[src/rtl/tournament_chooser.sv]
// Tournament chooser: a table of saturating selector counters that picks
// between the local and global predictor for each D-stage PC. Counters are
// trained in M. A clear sequence runs after every reset. If an M-stage write
// lands on the entry being read in D in the same cycle, the written value is
// forwarded to the D-stage read.
// Optional build macro: CHOOSER_GHIST_EN hashes the read index with a global
// history register. In that build the update index comes from idxM.
//
// state | meaning
// ------+-----------------------------------------------------------------
// INIT  | table clear in progress: one entry per cycle set to weakly-local
// RUN   | normal operation: predictions from the table, M-stage training
module tournament_chooser #(
    parameter int IDX_W  = 5,
    parameter int CTR_W  = 2,
    parameter int PC_LSB = 2,
    parameter int HIST_W = 8
) (
    input  logic             clk,
    input  logic             rst,
    input  logic [31:0]      pcD,
    input  logic             localpred,
    input  logic             globalpred,
    input  logic             branchM,
    input  logic             actual_takeM,
    input  logic             localPred_M,
    input  logic             globalPred_M,
    input  logic [31:0]      pcM,
    input  logic [IDX_W-1:0] idxM,
    output logic [IDX_W-1:0] predIdxD,
    output logic             use_global,
    output logic             pred,
    output logic             init_busy
);

    localparam int ENTRIES = 1 << IDX_W;
    localparam logic [CTR_W-1:0] CTR_WL  = CTR_W'((1 << (CTR_W - 1)) - 1);
    localparam logic [CTR_W-1:0] CTR_MAX = {CTR_W{1'b1}};
    localparam logic [CTR_W-1:0] CTR_ONE = CTR_W'(1);

    localparam logic [0:0] INIT = 1'b0;
    localparam logic [0:0] RUN  = 1'b1;

    logic [0:0]       state;
    logic [IDX_W-1:0] clrPtr;
    logic [CTR_W-1:0] ctrTable [ENTRIES];

    logic             running;
    logic [IDX_W-1:0] pcIdxD;
    logic [IDX_W-1:0] rdIdx;
    logic [IDX_W-1:0] upIdx;
    logic             localWrong;
    logic             globalWrong;
    logic             incSel;
    logic             decSel;
    logic             updEn;
    logic [CTR_W-1:0] updCur;
    logic [CTR_W-1:0] updNext;
    logic [CTR_W-1:0] rdCur;
    logic [CTR_W-1:0] rdEff;
    logic             unusedSink;

    // Reset is folded in here so the outputs are forced during the rst cycle too.
    assign running = !rst && (state == RUN);
    assign pcIdxD  = pcD[PC_LSB+IDX_W-1:PC_LSB];

`ifdef CHOOSER_GHIST_EN
    logic [HIST_W-1:0] ghr;

    // History holds at zero until the table is ready, then shifts in each resolved branch.
    always_ff @(posedge clk) begin
        if (rst || state == INIT) begin
            ghr <= '0;
        end else if (branchM) begin
            ghr <= {ghr[HIST_W-2:0], actual_takeM};
        end
    end

    assign rdIdx      = pcIdxD ^ ghr[IDX_W-1:0];
    assign upIdx      = idxM;
    assign unusedSink = ^{pcD, pcM, ghr[HIST_W-1]};
`else
    assign rdIdx      = pcIdxD;
    assign upIdx      = pcM[PC_LSB+IDX_W-1:PC_LSB];
    assign unusedSink = (^{pcD, pcM, idxM}) ^ (HIST_W > 0);
`endif

    // Sequence the clear pointer through every entry, then stay in RUN until the next reset.
    always_ff @(posedge clk) begin
        if (rst) begin
            state  <= INIT;
            clrPtr <= '0;
        end else begin
            case (state)
                INIT: begin
                    clrPtr <= clrPtr + IDX_W'(1);
                    if (clrPtr == {IDX_W{1'b1}}) begin
                        state <= RUN;
                    end
                end
                default: state <= RUN;
            endcase
        end
    end

    assign localWrong  = localPred_M ^ actual_takeM;
    assign globalWrong = globalPred_M ^ actual_takeM;
    assign incSel      = localWrong & ~globalWrong;
    assign decSel      = ~localWrong & globalWrong;
    assign updEn       = running & branchM & (incSel | decSel);
    assign updCur      = ctrTable[upIdx];

    // Saturating step toward whichever predictor was right.
    always_comb begin
        updNext = updCur;
        if (incSel && updCur != CTR_MAX) begin
            updNext = updCur + CTR_ONE;
        end else if (decSel && updCur != '0) begin
            updNext = updCur - CTR_ONE;
        end
    end

    // Table write port. Clear writes take priority, and nothing is written while rst is held.
    always_ff @(posedge clk) begin
        if (!rst) begin
            if (state == INIT) begin
                ctrTable[clrPtr] <= CTR_WL;
            end else if (updEn) begin
                ctrTable[upIdx] <= updNext;
            end
        end
    end

    assign rdCur = ctrTable[rdIdx];
    assign rdEff = (updEn && upIdx == rdIdx) ? updNext : rdCur;

    assign predIdxD   = rdIdx;
    assign use_global = running & rdEff[CTR_W-1];
    assign pred       = use_global ? globalpred : localpred;
    assign init_busy  = !running;

endmodule

[config.mk]
export PLATFORM = sky130hd
export DESIGN_NAME = tournament_chooser
export DESIGN_NICKNAME = d
export VERILOG_FILES = /design/src/rtl/tournament_chooser.sv
export SDC_FILE = /design/constraint.sdc
export NUM_CORES = 1
export LEC_CHECK = 0
export CAP_MARGIN = 15
export CORE_ASPECT_RATIO = 0.9
export CORE_MARGIN = 2
export CORE_UTILIZATION = 55
export CTS_BUF_LIST = sky130_fd_sc_hd__clkbuf_4 sky130_fd_sc_hd__clkbuf_8
export DETAILED_ROUTE_END_ITERATION = 8
export PLACE_DENSITY = 0.85
export SYNTH_ARGS = -nofsm -noshare
export SYNTH_HDL_FRONTEND = slang
export SYNTH_SLANG_ARGS = --single-unit
[constraint.sdc]
create_clock -name clk -period 8.4 [get_ports clk]
set_input_delay 1.68 -clock clk [delete_from_list [all_inputs] [get_ports clk]]
set_output_delay 1.68 -clock clk [all_outputs]
set_load 0.03 [all_outputs]
==> results of run 1 <==
metrics by stage:
step	cell area, um^2	setup slack, ns
6_report	4130	0.588
5_1_grt	4130	0.477
4_1_cts	4130	0.599
3_5_place_dp	3900	0.587
3_3_place_gp	3900	0.659
2_1_floorplan	3650	2.05
cell families (layout without fill, tap and decap cells):
group           count (synthesis)  count (layout)  share of synthesized area
fa+ha+maj                       6               6                     0.0206
mux                            48              48                      0.203
flops                          70              70                      0.560
compound gates                 12              12                     0.0240
buf+inv                        26              49                     0.0439
simple gates                   93              93                      0.122
xor+xnor                       11              11                     0.0264
power groups by stage:
stage	clock network (uW)	logic (uW)	registers [uW]
after floorplan	0	50.1	386
final	309	71.4	379
after CTS	312	70.4	379
after detailed placement	0	70.1	387
after global routing	328	75.7	379
after global placement	0	68.5	387
final timing paths:
| path | from | to |
|---|---|---|
| min reg2reg | clrPtr[3] | clrPtr[3] |
| min | clrPtr[3] | clrPtr[3] |
| max reg2reg | ctrTable[25][0] | ctrTable[7][1] |
| max | pcM[2] | pred |
critical path, delay by kind of cell:
kind,cells,cell delay (ns)
buffers and inverters,3,1.64
AO/OA/AOI/OAI,2,0.58
AND/OR/NAND/NOR,2,0.29
adder cells (fa/ha/maj),1,0.19
multiplexers,4,1.74
final cells by class:
class	instances	area, um^2
clock inverters	7	105
fillers	491	2350
well taps	90	113
clock buffers	9	124
repair buffers	28	273
flip-flops and latches	70	2040
inverters	5	18.8
multi-input cells	170	1460
synthesized netlist by cell type, types with 2 or more instances:
master    instances
dfxtp_1           6
nand4_1           2
a21oi_1           3
ha_1              6
nor2b_1           5
inv_1             5
buf_6             2
a22oi_1           3
nand2_1          19
edfxtp_1         64
xor2_1            5
nand3b_1          2
nand3_1           6
clkbuf_8          2
nor3_1            2
mux2i_1          28
mux4_1            8
clkbuf_1          5
nand4b_1          2
nand2b_1          6
buf_4             6
xnor2_1           6
buf_2             4
mux4_2           10
buf_1             2
nor2_1           41
sequential cells by signal, indices dropped and copies added (netlist names):
signal and count:
ctrTable 64, state 1, clrPtr 5
metal layers:
metal | share of wire | wire length [um] | up-vias | global-route usage
li1 | - | - | 1036 | -
met2 | 0.48 | 3540 | 110 | 0.359
met4 | 0.020 | 150 | 0 | 0.0708
met3 | 0.085 | 631 | 18 | 0.0751
met1 | 0.42 | 3110 | 1118 | 0.267
met5 | 0 | 0 | - | 0
==> impl_metrics.csv, run 1 <==
group,metric,value,unit
timing,finalCritPeriodShare,0.930,
synthesis,synth_top_cell_by_area,"edfxtp_1",
floorplanning,core_area,0.00648,mm^2
synthesis,synthArstFlopShare,0,
cells_and_area,final_cells,379,
cells_and_area,layout_commonest_cell,"edfxtp_1",
power,power.leakage,0.00154,uW
synthesis,syn-instance-count,266,
timing,worst_slew_pin_slew,1.04,ns
cts,clk_latency,0.35,ns
floorplanning,dieArea,0.00730,mm^2
setup_path,worst_ep_required_time,6.72,ns
setup_path,path_class,"in -> out",
synthesis,synth_cell_types,42,
synthesis,syn_nets,349,
cts,htreeDepth,3,
cells_and_area,final_util,0.637,
routing,via_count,2282,
power,switching_share,0.235,
setup_path,reg2reg_depth,9,
timing,period_needed,7.81,ns
power,internal_power,580,uW
min_path,min_path_type,"reg -> reg",
floorplanning,dieWidth,89.8,um
placed_design,port_buffers,25,
setup_path,critical-path-max-stage-delay,0.97,ns
floorplanning,ios,85,
synthesis,synth_seq_area_share,0.560,
cts,clk_pin_slew,0.07,ns
cts,postCtsHoldBufs,0,
cts,postCtsSetupRepairBufs,0,
setup_path,start_kind,"input port",
synthesis,synth_top_area_share,0.527,
floorplanning,start_util,0.563,
min_path,whs_path_depth,2,
power,finalPower,759,uW
synthesis,synthTopCellsByArea,"edfxtp_1, mux2i_1, mux4_2, mux4_1, nor2_1",
timing,holdWs,0.580,ns
power,power_frac_comb,0.094,
cts,numCtsBuffers,9,
power,seq_power_share,0.499,
placed_design,dp.cells,363,
power,p_per_area,184,mW/mm^2
cells_and_area,antenna_cells,0,
flow_run,drv_cap,0,
routing,ant_nets,0,
synthesis,yosysWarnings,0,
cells_and_area,mostFrequentLayoutCells,"edfxtp_1, nor2_1, mux2i_1",
timing,hold_viol,0,
setup_path,reg2reg_slack,4.70,ns
synthesis,postSynthAreaPerCell,13.7,um^2
cts,cts_tree,"built",
routing,avgRoutedWirePerCell,19.6,um
cts,cts_buffer_depth,2,
power,pwr-share-clk,0.407,
setup_path,path_cells,"clkdlybuf4s50_1 > mux4_2 > mux4_2 > mux2i_1 > inv_1 > ha_1 > nand2b_1 > o21ai_0 > nand2_1 > o211a_2 > mux2_4 > clkdlybuf4s50_1",
synthesis,synth-edff-count,64,
setup_path,crit_path_max_fanout,10,
floorplanning,dieHeight,81.3,um
cts,cts.sinks,70,
cells_and_area,area_growth,13.3,%
setup_path,cp-end-kind,"output port",
routing,wl,7.43,mm
timing,fmax,128,MHz
power,p_sw,178,uW
timing,tns,0,ns
routing,post-route-drc-count,0,
cells_and_area,nets,367,
status,outcome,"completed",
synthesis,ys_ff_latch,70,
timing,slew_viol_final,0,
timing,fin_skew,0.00890,ns
cts,cts_resized,0,
setup_path,cp_slowest_cell,"clkdlybuf4s50_1",
timing,rsz0062_at_grt,"no",
cells_and_area,drive_above_1_share,0.125,
global_route,grt_antenna_before_repair,0,
placed_design,gp_congestion,0.873,
synthesis,ys.flop_type,"edfxtp_1",
routing,via_per_inst,6.02,
global_route,grt_start_max_net_pins,33,
setup_path,cp.arrival,6.13,ns
global_route,grt_usage,0.215,
routing,firstDrtPassIters,5,
routing,drt-initial-drc-count,334,
placed_design,hpwl,5.11,mm
synthesis,syn_area,0.00365,mm^2
timing,finalSetupViolCount,0,
cts,clockRootBuffer,"clkbuf_8",
global_route,grt-ovfl-total,0,
global_route,grt_pass1_wl,11.7,mm
timing,slew_headroom,0.306,
global_route,grt_pass1_vias,2245,
power,vdd_drop_max,0.000111,V
floorplanning,rows,28,
No activity file was read; power rests on OpenSTA's default activity.
==> inputs of run 2 (changes only) <==
--- a/config.mk
+++ b/config.mk
@@ -9,8 +9,8 @@
 export CORE_ASPECT_RATIO = 0.9
 export CORE_MARGIN = 2
-export CORE_UTILIZATION = 55
+export CORE_UTILIZATION = 46
 export CTS_BUF_LIST = sky130_fd_sc_hd__clkbuf_4 sky130_fd_sc_hd__clkbuf_8
 export DETAILED_ROUTE_END_ITERATION = 8
-export PLACE_DENSITY = 0.85
+export PLACE_DENSITY = 0.72
 export SYNTH_ARGS = -nofsm -noshare
 export SYNTH_HDL_FRONTEND = slang
==> constraint.sdc (replaced) <==
create_clock -name clk -period 8.4 [get_ports clk]
set_input_delay 1.26 -clock clk [delete_from_list [all_inputs] [get_ports clk]]
set_output_delay 1.26 -clock clk [all_outputs]
set_load 0.03 [all_outputs]
==> impl_metrics.csv, run 2 (same netlist as run 1, synthesis figures left out) <==
group,metric,value,unit
floorplanning,start_util,0.479,
setup_path,path_class,"in -> out",
floorplanning,dieHeight,88.5,um
power,power_frac_comb,0.099,
cts,cts_tree,"built",
global_route,grt_usage,0.183,
power,power.leakage,0.00153,uW
routing,firstDrtPassIters,4,
cells_and_area,final_cells,385,
cells_and_area,final_util,0.539,
timing,finalSetupViolCount,0,
floorplanning,dieWidth,97.9,um
cells_and_area,multiInputGateArea,0.00146,mm^2
cts,clk_latency,0.35,ns
placed_design,hpwl,5.14,mm
global_route,grt_pass1_vias,2198,
setup_path,cp-end-kind,"output port",
power,pwr-share-clk,0.375,
cts,postCtsHoldBufs,0,
timing,worst_slew_pin_slew,1.07,ns
floorplanning,rows,30,
power,vdd_drop_max,0.000132,V
setup_path,path_cells,"clkdlybuf4s50_1 > mux4_2 > mux4_2 > mux2i_1 > inv_1 > ha_1 > nand2b_1 > o21ai_0 > nand2_1 > o211a_2 > mux2_4 > clkdlybuf4s50_1",
cells_and_area,layout_commonest_cell,"edfxtp_1",
timing,slew_headroom,0.282,
timing,finalCritPeriodShare,0.830,
cells_and_area,seq_area,0.00204,mm^2
power,switching_share,0.232,
placed_design,port_buffers,25,
cts,numCtsBuffers,9,
routing,wl,7.40,mm
setup_path,start_kind,"input port",
setup_path,worst_ep_required_time,7.14,ns
floorplanning,core_area,0.00762,mm^2
setup_path,cp_num_buf_inv,3,
cells_and_area,fillers,629,
floorplanning,dieArea,0.00866,mm^2
cells_and_area,reg_top3,"ctrTable: 64 flops, clrPtr: 5 flops, state: 1 flops",
routing,ant_nets,0,
cts,clk_pin_slew,0.07,ns
flow_run,drv_cap,0,
power,p_sw,167,uW
power,p_per_area,175,mW/mm^2
placed_design,dp.cells,369,
setup_path,cp_slowest_cell,"clkdlybuf4s50_1",
global_route,grt-ovfl-total,0,
cts,cts.sinks,70,
placed_design,placed_area,0.00391,mm^2
timing,fmax,143,MHz
cts,cts_resized,0,
setup_path,critPathTopFamily,"buffers and inverters",
timing,slew_viol_final,0,
cells_and_area,nets,367,
placed_design,gp_congestion,0.842,
power,internal_power,553,uW
routing,post-route-drc-count,0,
cells_and_area,mostFrequentLayoutCells,"edfxtp_1, nor2_1, mux2i_1",
global_route,grt_pass1_wl,11.7,mm
timing,rsz0062_at_grt,"no",
global_route,grt_start_max_net_pins,33,
status,outcome,"completed",
setup_path,crit_path_max_fanout,18,
cells_and_area,area_growth,12.7,%
setup_path,critical-path-max-stage-delay,1.18,ns
timing,period_needed,6.98,ns
cts,htreeDepth,3,
cells_and_area,regMostFlops,"ctrTable",
routing,via_count,2263,
cts,clockRootBuffer,"clkbuf_8",
floorplanning,ios,85,
cts,postCtsSetupRepairBufs,0,
timing,tns,0,ns
routing,avgRoutedWirePerCell,19.2,um
cells_and_area,largest_reg_flops,64,
global_route,grt_antenna_before_repair,0,
setup_path,cp.arrival,5.72,ns
routing,drt-initial-drc-count,239,
power,seq_power_share,0.526,
timing,hold_viol,0,
routing,via_per_inst,5.88,
cells_and_area,fin_area,0.00411,mm^2
cells_and_area,antenna_cells,0,
timing,fin_skew,0.0143,ns
min_path,min_path_type,"reg -> reg",
cts,cts_buffer_depth,2,
cells_and_area,drive_above_1_share,0.125,
## run 2: changes by cell type in the layout (fill, tap and decap cells not counted)
| cell | before | now |
|---|---|---|
| bufinv_16 | 2 | 1 |
| clkbuf_4 | 0 | 2 |
| clkinv_2 | 0 | 1 |
| clkinv_4 | 1 | 2 |
| inv_6 | 2 | 0 |
| inv_8 | 1 | 0 |
## run 2: tightest hold or removal path, cell delays in order (launching register included)
cell and delay [ns]:
dfxtp_1 0.37, xor2_1 0.08, nor2_1 0.08
## run 2: area by class of cell
class,count,area share
inverter,5,0.00457
multi-input combinational,170,0.354
tap,96,0.0292
clock inverter,5,0.0146
clock buffer,11,0.0338
timing repair buffer,28,0.0664
sequential,70,0.497
## run 2: worst paths after layout
kind / from / endpoint / slack [ns] / depth (start not counted)
setup / recovery: pcM[3] / pred / 1.42 / 12
hold / removal: clrPtr[3] / clrPtr[3] / 0.57 / 2
setup reg to reg: ctrTable[19][0] / ctrTable[2][1] / 4.75 / 9
hold reg to reg: clrPtr[3] / clrPtr[3] / 0.57 / 2
## run 2: through the flow
| stage | power [uW] | worst slack (ns) | hold slack, ns |
|---|---|---|---|
| after global placement | 457 | 1.44 | 0.531 |
| after floorplan | 436 | 2.89 | 0.492 |
| after CTS | 725 | 1.38 | 0.578 |
| after detailed placement | 458 | 1.40 | 0.559 |
| after global routing | 744 | 1.21 | 0.605 |
| final | 720 | 1.42 | 0.565 |
## run 2: power groups by stage
stage          registers [uW]  clock network [uW]  logic (uW)
6_report                  379                 270        71.3
5_1_grt                   379                 289        76.9
4_1_cts                   379                 275        71.4
3_5_place_dp              387                   0        71.1
3_3_place_gp              387                   0        69.9
2_1_floorplan             386                   0        50.1
## run 2: metal layers
metal / track usage / wire length [um]
met1: 0.252 / 3220
met5: 0 / 0
met4: 0.0644 / 130
met2: 0.277 / 3360
met3: 0.0592 / 691
==> inputs of run 3 (changes only) <==
Clock period 8.4 ns to 7.03 ns, I/O delays scaled along.
==> impl_metrics.csv, run 3 (same netlist as run 1, synthesis figures left out) <==
group,metric,value,unit
cts,numCtsBuffers,9,
routing,post-route-drc-count,0,
setup_path,worstReg2RegStart,"ctrTable[14][0]",
setup_path,critical-path-max-stage-delay,0.94,ns
power,vdd_drop_max,0.000137,V
cells_and_area,antenna_cells,0,
global_route,grt_pass1_wl,11.4,mm
cts,cts_resized,0,
cells_and_area,seq_area,0.00204,mm^2
global_route,grt_antenna_before_repair,0,
cells_and_area,fillers,663,
cells_and_area,largest_reg_flops,64,
power,seq_power_share,0.561,
floorplanning,dieHeight,88.5,um
routing,wl,7.32,mm
setup_path,start_kind,"input port",
setup_path,worst_ep_required_time,5.98,ns
cts,clk_latency,0.35,ns
power,pwr-share-clk,0.335,
power,internal_power,621,uW
global_route,grt_start_max_net_pins,33,
global_route,grt_usage,0.181,
power,power.leakage,0.00152,uW
placed_design,gp_congestion,0.883,
cells_and_area,regMostFlops,"ctrTable",
timing,tns,0,ns
setup_path,endpoint,"pred",
setup_path,path_cells,"clkdlybuf4s50_1 > mux4_2 > mux4_2 > mux2i_1 > inv_1 > ha_1 > nand2b_1 > nand4b_1 > o21ai_0 > nand2_1 > o211a_2 > mux2_4 > clkdlybuf4s50_1",
placed_design,placed_area,0.00391,mm^2
cts,cts_buffer_depth,2,
cells_and_area,mostFrequentLayoutCells,"edfxtp_1, nor2_1, mux2i_1",
timing,finalCritPeriodShare,0.909,
cells_and_area,reg_top3,"ctrTable: 64 flops, clrPtr: 5 flops, state: 1 flops",
setup_path,critPathTopFamily,"multiplexers",
cells_and_area,layout_commonest_cell,"edfxtp_1",
power,p_per_area,198,mW/mm^2
timing,finalSetupViolCount,0,
cts,clockRootBuffer,"clkbuf_8",
cells_and_area,multiInputGateArea,0.00145,mm^2
setup_path,cp.arrival,5.34,ns
min_path,hold_start,"clrPtr[3]",
floorplanning,start_util,0.479,
timing,period_needed,6.39,ns
floorplanning,dieWidth,97.9,um
setup_path,cp_slowest_cell,"clkdlybuf4s50_1",
setup_path,r2r_end,"ctrTable[0][1]",
cts,htreeDepth,3,
routing,via_per_inst,5.71,
routing,avgRoutedWirePerCell,19.0,um
timing,fin_skew,0.0106,ns
timing,fmax,156,MHz
min_path,min_path_type,"reg -> reg",
placed_design,hpwl,5.32,mm
timing,hold_viol,0,
routing,firstDrtPassIters,4,
routing,via_count,2199,
power,p_sw,186,uW
global_route,grt_pass1_vias,2153,
cts,postCtsHoldBufs,0,
timing,rsz0062_at_grt,"no",
power,switching_share,0.231,
setup_path,critPathLaunch,"pcM[2]",
cts,cts_tree,"built",
cells_and_area,area_growth,11.7,%
timing,slew_viol_final,0,
floorplanning,ios,85,
setup_path,crit_path_max_fanout,9,
status,outcome,"completed",
routing,drt-initial-drc-count,148,
setup_path,crit_cells,13,
setup_path,cp_num_buf_inv,3,
timing,slew_headroom,0.359,
timing,worst_slew_pin_slew,0.959,ns
cells_and_area,fin_area,0.00408,mm^2
floorplanning,dieArea,0.00866,mm^2
cts,postCtsSetupRepairBufs,0,
setup_path,reg2reg_slack,3.39,ns
routing,ant_nets,0,
flow_run,drv_cap,0,
cts,cts.sinks,70,
power,power_frac_comb,0.104,
global_route,grt-ovfl-total,0,
cells_and_area,drive_above_1_share,0.125,
cts,clk_pin_slew,0.06,ns
setup_path,reg2reg_depth,10,
setup_path,path_class,"in -> out",
floorplanning,rows,30,
placed_design,port_buffers,25,
cells_and_area,nets,368,
setup_path,cp-end-kind,"output port",
floorplanning,core_area,0.00762,mm^2
[run 3: cell count changes in the layout (fill, tap and decap cells not counted)]
cell        change
buf_4           +1
bufinv_16       -1
clkinv_2        +1
clkinv_4        -2
clkinvlp_4      +1
nor3_2          +1
nor3_4          -1
[run 3: final cells by class]
cell class,instances,area share
Sequential cell,70,0.501
Clock inverter,4,0.00614
Inverter,5,0.00461
Clock buffer,11,0.0341
Timing Repair Buffer,29,0.0688
Multi-Input combinational cell,170,0.356
Tap cell,96,0.0295
[run 3: through the flow]
| stage | power [uW] | cells | utilization | setup slack (ns) | hold slack (ns) |
|---|---|---|---|---|---|
| after global placement | 544 | 370 | 0.513 | 0.652 | 0.533 |
| after global routing | 836 | 385 | 0.535 | 0.431 | 0.596 |
| final | 807 | 385 | 0.535 | 0.638 | 0.550 |
| after detailed placement | 547 | 370 | 0.513 | 0.545 | 0.538 |
| after floorplan | 521 | 266 | - | 1.94 | 0.492 |
| after CTS | 816 | 385 | 0.535 | 0.545 | 0.557 |
[run 3: how the worst min path moves through the flow]
stage	endpoint	slack, ns	cells after the start
floorplan	clrPtr[3]	0.49	2
global placement	clrPtr[3]	0.53	2
detailed placement	clrPtr[3]	0.54	2
CTS	clrPtr[3]	0.56	2
global route	clrPtr[3]	0.60	2
finish	clrPtr[3]	0.55	2
[run 3: worst reg2reg max path, cell delays in order, from the launching register on]
cell,delay [ns]
edfxtp_1,0.39
mux4_2,0.47
mux4_2,0.51
mux2i_1,0.32
inv_1,0.09
ha_1,0.19
nand2b_1,0.17
nand4b_1,0.11
o21ai_0,0.13
nor3_2,0.76
buf_4,0.34
[run 3: power by group through the flow]
| stage | clock [uW] | combinational (uW) | sequential (uW) |
|---|---|---|---|
| floorplan | 0 | 59.9 | 461 |
| global placement | 0 | 82.5 | 462 |
| detailed placement | 0 | 84.6 | 462 |
| CTS | 278 | 84.9 | 453 |
| global route | 292 | 91.0 | 453 |
| finish | 270 | 84.2 | 453 |
[run 3: per-layer routing]
metal,track usage,up-vias,wire [um]
met1,0.240,1084,3260
met4,0.0732,0,175
li1,-,1032,-
met3,0.0521,11,478
met5,0,-,0
met2,0.287,72,3410
